## config.mk

```make
export PLATFORM = sky130hd
export DESIGN_NAME = rgbw_pwm_engine
export DESIGN_NICKNAME = d
export VERILOG_FILES = /design/src/rtl/rgbw_pwm_engine.sv
export SDC_FILE = /design/constraint.sdc
export NUM_CORES = 1
export LEC_CHECK = 0
export ABC_AREA = 1
export CORE_UTILIZATION = 35
export CTS_CLUSTER_SIZE = 8
export DETAILED_ROUTE_END_ITERATION = 6
export DONT_BUFFER_PORTS = 1
export GPL_TIMING_DRIVEN = 0
export HOLD_SLACK_MARGIN = 0.06
export PLACE_DENSITY_LB_ADDON = 0.25
export SLEW_MARGIN = 25
export SYNTH_ARGS = -nofsm -noshare
export SYNTH_HDL_FRONTEND = slang
export SYNTH_SLANG_ARGS = --single-unit
export TNS_END_PERCENT = 50
```

## constraint.sdc

```tcl
create_clock -name clk -period 1.5 [get_ports clk]
set_input_delay 0.3 -clock clk [delete_from_list [all_inputs] [get_ports clk]]
set_output_delay 0.3 -clock clk [all_outputs]
set_load 0.01 [all_outputs]
```

## src/rtl/rgbw_pwm_engine.sv

```systemverilog
// Four-channel RGBW PWM generator with a shadow/active duty bank, a tick
// prescaler and a run/drain/off sequencer that only changes duty at period edges.
module rgbw_pwm_engine #(
  parameter int DUTY_W  = 8,
  parameter int PRESC_W = 8
) (
  input  logic               clk,
  input  logic               reset,
  input  logic               enable,
  input  logic [PRESC_W-1:0] presc_div,
  input  logic               load,
  input  logic [DUTY_W-1:0]  duty_r,
  input  logic [DUTY_W-1:0]  duty_g,
  input  logic [DUTY_W-1:0]  duty_b,
  input  logic [DUTY_W-1:0]  duty_w,
  output logic               pwm_r,
  output logic               pwm_g,
  output logic               pwm_b,
  output logic               pwm_w,
  output logic               period_start,
  output logic               pending,
  output logic               running
);

  typedef enum logic [1:0] {
    ST_OFF   = 2'd0,
    ST_RUN   = 2'd1,
    ST_DRAIN = 2'd2
  } state_t;

  // Last counter value of a period: the period is 2^DUTY_W-1 ticks long.
  localparam logic [DUTY_W-1:0] CNT_LAST = {{(DUTY_W-1){1'b1}}, 1'b0};

  state_t                   state_q, state_d;
  logic [PRESC_W-1:0]       presc_cnt_q, presc_cnt_d;
  logic [DUTY_W-1:0]        cnt_q, cnt_d;
  logic [3:0][DUTY_W-1:0]   shadow_q, shadow_d;
  logic [3:0][DUTY_W-1:0]   active_q, active_d;
  logic [3:0][DUTY_W-1:0]   duty_in;
  logic                     pending_q, pending_d;
  logic                     period_start_q, period_start_d;
  logic [3:0]               pwm_q, pwm_d;
  logic                     tick;
  logic                     wrap;
  logic                     commit;

  assign duty_in = {duty_w, duty_b, duty_g, duty_r};
  assign tick    = (state_q != ST_OFF) && (presc_cnt_q == presc_div);
  assign wrap    = tick && (cnt_q == CNT_LAST);

  always_comb begin
    state_d        = state_q;
    presc_cnt_d    = presc_cnt_q;
    cnt_d          = cnt_q;
    shadow_d       = shadow_q;
    active_d       = active_q;
    pending_d      = pending_q;
    period_start_d = 1'b0;
    commit         = 1'b0;

    if (state_q == ST_OFF) begin
      presc_cnt_d = '0;
      cnt_d       = '0;
      if (enable) begin
        state_d        = ST_RUN;
        commit         = 1'b1;
        period_start_d = 1'b1;
      end
    end else begin
      if (tick) begin
        presc_cnt_d = '0;
        cnt_d       = wrap ? '0 : cnt_q + DUTY_W'(1);
      end else begin
        presc_cnt_d = presc_cnt_q + PRESC_W'(1);
      end

      if (state_q == ST_RUN) begin
        if (!enable) state_d = ST_DRAIN;
      end else if (enable) begin
        state_d = ST_RUN;
      end else if (wrap) begin
        state_d = ST_OFF;
      end

      commit = wrap;
      // A wrap that ends the drain opens no new period, so it gets no pulse.
      period_start_d = wrap && (state_d != ST_OFF);
    end

    if (commit && pending_q) begin
      active_d  = shadow_q;
      pending_d = 1'b0;
    end
    // A load in the commit cycle lands after the commit reads the old shadow.
    if (load) begin
      shadow_d  = duty_in;
      pending_d = 1'b1;
    end
  end

  genvar gi;
  generate
    for (gi = 0; gi < 4; gi++) begin : g_pwm
      assign pwm_d[gi] = (state_q != ST_OFF) && (cnt_q < active_q[gi]);
    end
  endgenerate

  always_ff @(posedge clk) begin
    if (reset) begin
      state_q        <= ST_OFF;
      presc_cnt_q    <= '0;
      cnt_q          <= '0;
      shadow_q       <= '0;
      active_q       <= '0;
      pending_q      <= 1'b0;
      period_start_q <= 1'b0;
      pwm_q          <= '0;
    end else begin
      state_q        <= state_d;
      presc_cnt_q    <= presc_cnt_d;
      cnt_q          <= cnt_d;
      shadow_q       <= shadow_d;
      active_q       <= active_d;
      pending_q      <= pending_d;
      period_start_q <= period_start_d;
      pwm_q          <= pwm_d;
    end
  end

  assign pwm_r        = pwm_q[0];
  assign pwm_g        = pwm_q[1];
  assign pwm_b        = pwm_q[2];
  assign pwm_w        = pwm_q[3];
  assign period_start = period_start_q;
  assign pending      = pending_q;
  assign running      = (state_q == ST_RUN) || (state_q == ST_DRAIN);

endmodule
```

==> flow_metrics.py <==
metrics = {
    "outcome": {
        "status": "finished with violations",
        "violations": "setup timing",
    },
    "routing": {
        "avgRoutedWirePerCell_um": 12.5,
        "first_pass_iters": 4,
        "drc_errors": 0,
        "finalWirelength_um": 10200,
        "routed-via-count": 3876,
        "viasPerCell": 4.78,
        "drt_iter0_drc": 116,
        "ant_nets": 0,
    },
    "floorplanning": {
        "io_pins": 51,
        "core_sq_um": 12100,
        "dieArea_sq_um": 13000,
        "fp-row-count": 40,
        "start_util_pct": 36.3,
        "die_h_um": 114,
        "die_x_um": 114,
    },
    "sta": {
        "slew_viol_final": 0,
        "post-route-period-util_pct": 106,
        "skew_ps": 7.84,
        "layout_setup_ws_ps": -89.9,
        "fin_hold_ws_ps": 145,
        "rsz0062_at_grt": "true",
        "period_needed_ps": 1590,
        "maxSlewHeadroom_pct": 59.8,
        "setup_violations": 43,
        "totalNegativeSetupSlack_ps": -2430,
        "worst-slew-pin-transition_ps": 604,
        "fmax_mhz": 629,
        "final_hold_viol_count": 0,
    },
    "clocking": {
        "cts_tree": "built",
        "cts_num_sinks": 88,
        "clock_latency_ps": 350,
        "clk_pin_slew_ps": 60,
        "cts_root_buffer": "clkbuf_16",
        "htree_levels": 3,
        "cts_buffers": 9,
        "cts_max_path_buffers": 2,
    },
    "hold_path": {
        "min-delay-start": "duty_g[7]",
        "hp-class": "in -> reg",
        "min_to": "shadow_q[15]",
        "worst_hold_path.num_cells": 2,
    },
    "power": {
        "combPwrFrac_pct": 19.4,
        "p_switching_mw": 1.75,
        "power.total_mw": 6.22,
        "swShare_pct": 28.1,
        "p_int_mw": 4.47,
        "vdd_drop_max_uv": 746,
        "pwr-share-clk_pct": 38.8,
        "power_density_nw_per_um2": 1170,
        "leakagePower_nw": 2.24,
        "seq_power_share_pct": 41.8,
    },
    "logic_synthesis": {
        "yosys.area.top_type": "dfxtp_1",
        "ys_warn_count": 0,
        "synth_cell_type_count": 30,
        "synth_top_area_share_pct": 40.1,
        "synth.avg_cell_area_sq_um": 7.28,
        "seq_area_frac_synth_pct": 40.1,
        "synth_cells": 604,
        "synth_area_sq_um": 4400,
        "synth_area_leaders": "dfxtp_1 (40%), a21oi_1 (9.8%), ha_1 (9.4%), nand2_1 (8.3%), inv_1 (7.7%)",
        "synth_seq_cells": 88,
        "synth_fp_nets": 681,
    },
    "place": {
        "dp_cells": 772,
        "dp_hpwl_um": 7330,
        "io_buffers": 0,
        "routabilityCongestion": 0.800,
    },
    "global_routing": {
        "grt_max_degree": 16,
        "grt_antenna_before_repair": 0,
        "grt_pass1_vias": 3627,
        "grt-ovfl-total": 0,
        "grtUsageTotal_pct": 16.7,
        "grt_pass1_wl_um": 16600,
    },
    "critical_path": {
        "critPathMostFrequentCell": "nand2_1",
        "crit_type": "reg -> reg",
        "start_kind": "flip-flop",
        "worst_ep_required_time_ps": 1750,
        "cp-end-kind": "flip-flop",
        "path_cells": "inv_2 > nand2_1 > nand2_1 > nor2_2 > nand2_2 > nor2_4 > nand3_4 > nand2_4 > buf_12 > clkbuf_16 > nand3_1 > nand2_1 > nor2_1",
        "worstPathArrival_ps": 1840,
        "cp_max_fo": 8,
        "r2r_slack_ps": -90,
        "r2r_cells": 13,
        "rr_endpoint": "active_q[21]",
        "regToRegStartpoint": "presc_cnt_q[5]",
        "max_stage_delay_ps": 350,
        "worst_path_max_delay_cell": "dfxtp_2",
    },
    "finish": {
        "final_common_cell": "nand2_1",
        "final_cell_mix": "nand2_1 (94), inv_1 (86), a21oi_1 (86)",
        "final_cells": 811,
        "nNetsFinal": 715,
        "layout-drive-gt1-share_pct": 15.9,
        "area_growth_pct": 20.8,
        "post-route-util_pct": 43.9,
        "n_antenna_cell": 0,
    },
    "job": {
        "maxCapViolCount": 0,
    },
}
-- metrics by stage --
step	setup WS (ps)	area [sq um]
3_3_place_gp	-307	4630
3_5_place_dp	-328	4630
4_1_cts	-94.5	5190
5_1_grt	-211	5310
6_report	-89.9	5310
2_1_floorplan	-9.69	4420
-- per-layer routing --
| layer | vias up | routed length [um] | track usage [%] |
|---|---|---|---|
| met3 | 17 | 474 | 4.76 |
| met5 | - | 0 | 0 |
| met1 | 1777 | 4510 | 19.4 |
| met2 | 59 | 4940 | 28.5 |
| met4 | 0 | 229 | 7.71 |
| li1 | 2023 | - | - |
-- state kept, by name (all words and copies together) (netlist names) --
register	cells
presc_cnt_q	8
period_start	1
pending	1
active_q	32
state_q	2
cnt_q	8
pwm_q	4
shadow_q	32
-- power groups by stage --
stage	combinational (mW)	clock (mW)	sequential (mW)
floorplan	0.795	0	2.63
CTS	1.12	2.47	2.60
global route	1.36	2.59	2.62
finish	1.21	2.42	2.60
global placement	0.974	0	2.65
detailed placement	1.01	0	2.66
-- Yosys cell counts, drive strengths merged --
cell type  instances
nand2            100
inv               95
dfxtp             88
a21oi             86
nor2              55
nand3             44
o21ai             44
ha                33
clkbuf            16
buf               13
xor2               6
nor3               5
nand4              4
nor3b              3
nor4               3
a21o               2
a31oi              2
nand3b             2
a211oi             1
o21a               1
o21bai             1
-- repair_timing --
item / in CTS / in global routing
pin swaps: 7 / 8
gates resized for setup: 26 / 21
hold buffers: 1 / 0
gates cloned: 1 / 1
endpoints found under the hold margin: 4 / 0
endpoints found under the setup margin: 52 / 53
buffers inserted: 19 / 1
-- cell type report --
cell class | count | area, sq um
inverter | 95 | 362
timing repair buffer | 23 | 213
sequential | 88 | 1790
tap | 168 | 210
fill | 1290 | 6800
clock buffer | 9 | 225
buffer | 29 | 189
multi-input combinational | 392 | 2230
clock inverter | 7 | 92.6
-- worst max path at each step --
stage	start	end	slack, ps
after floorplan	cnt_q[5]	active_q[13]	-10
after global placement	cnt_q[0]	active_q[13]	-310
after detailed placement	cnt_q[1]	active_q[14]	-330
after CTS	presc_cnt_q[3]	active_q[14]	-90
after global routing	presc_cnt_q[5]	active_q[27]	-210
final	presc_cnt_q[5]	active_q[21]	-90
-- worst max-delay path: cells and delay by family, from the launching register on --
| kind | cells | cell delay, ps |
|---|---|---|
| flops | 1 | 350 |
| simple gates | 10 | 810 |
| buf+inv | 3 | 330 |
-- logic make-up after synthesis --
family / Yosys count / synth area share, %
AND/OR/NAND/NOR: 216 / 21.7
adder cells (fa/ha/maj): 33 / 9.39
buffers and inverters: 124 / 11.7
AO/OA/AOI/OAI: 137 / 15.9
XOR/XNOR: 6 / 1.19
flip-flops: 88 / 40.1
Power figures use the tool's default switching activity.
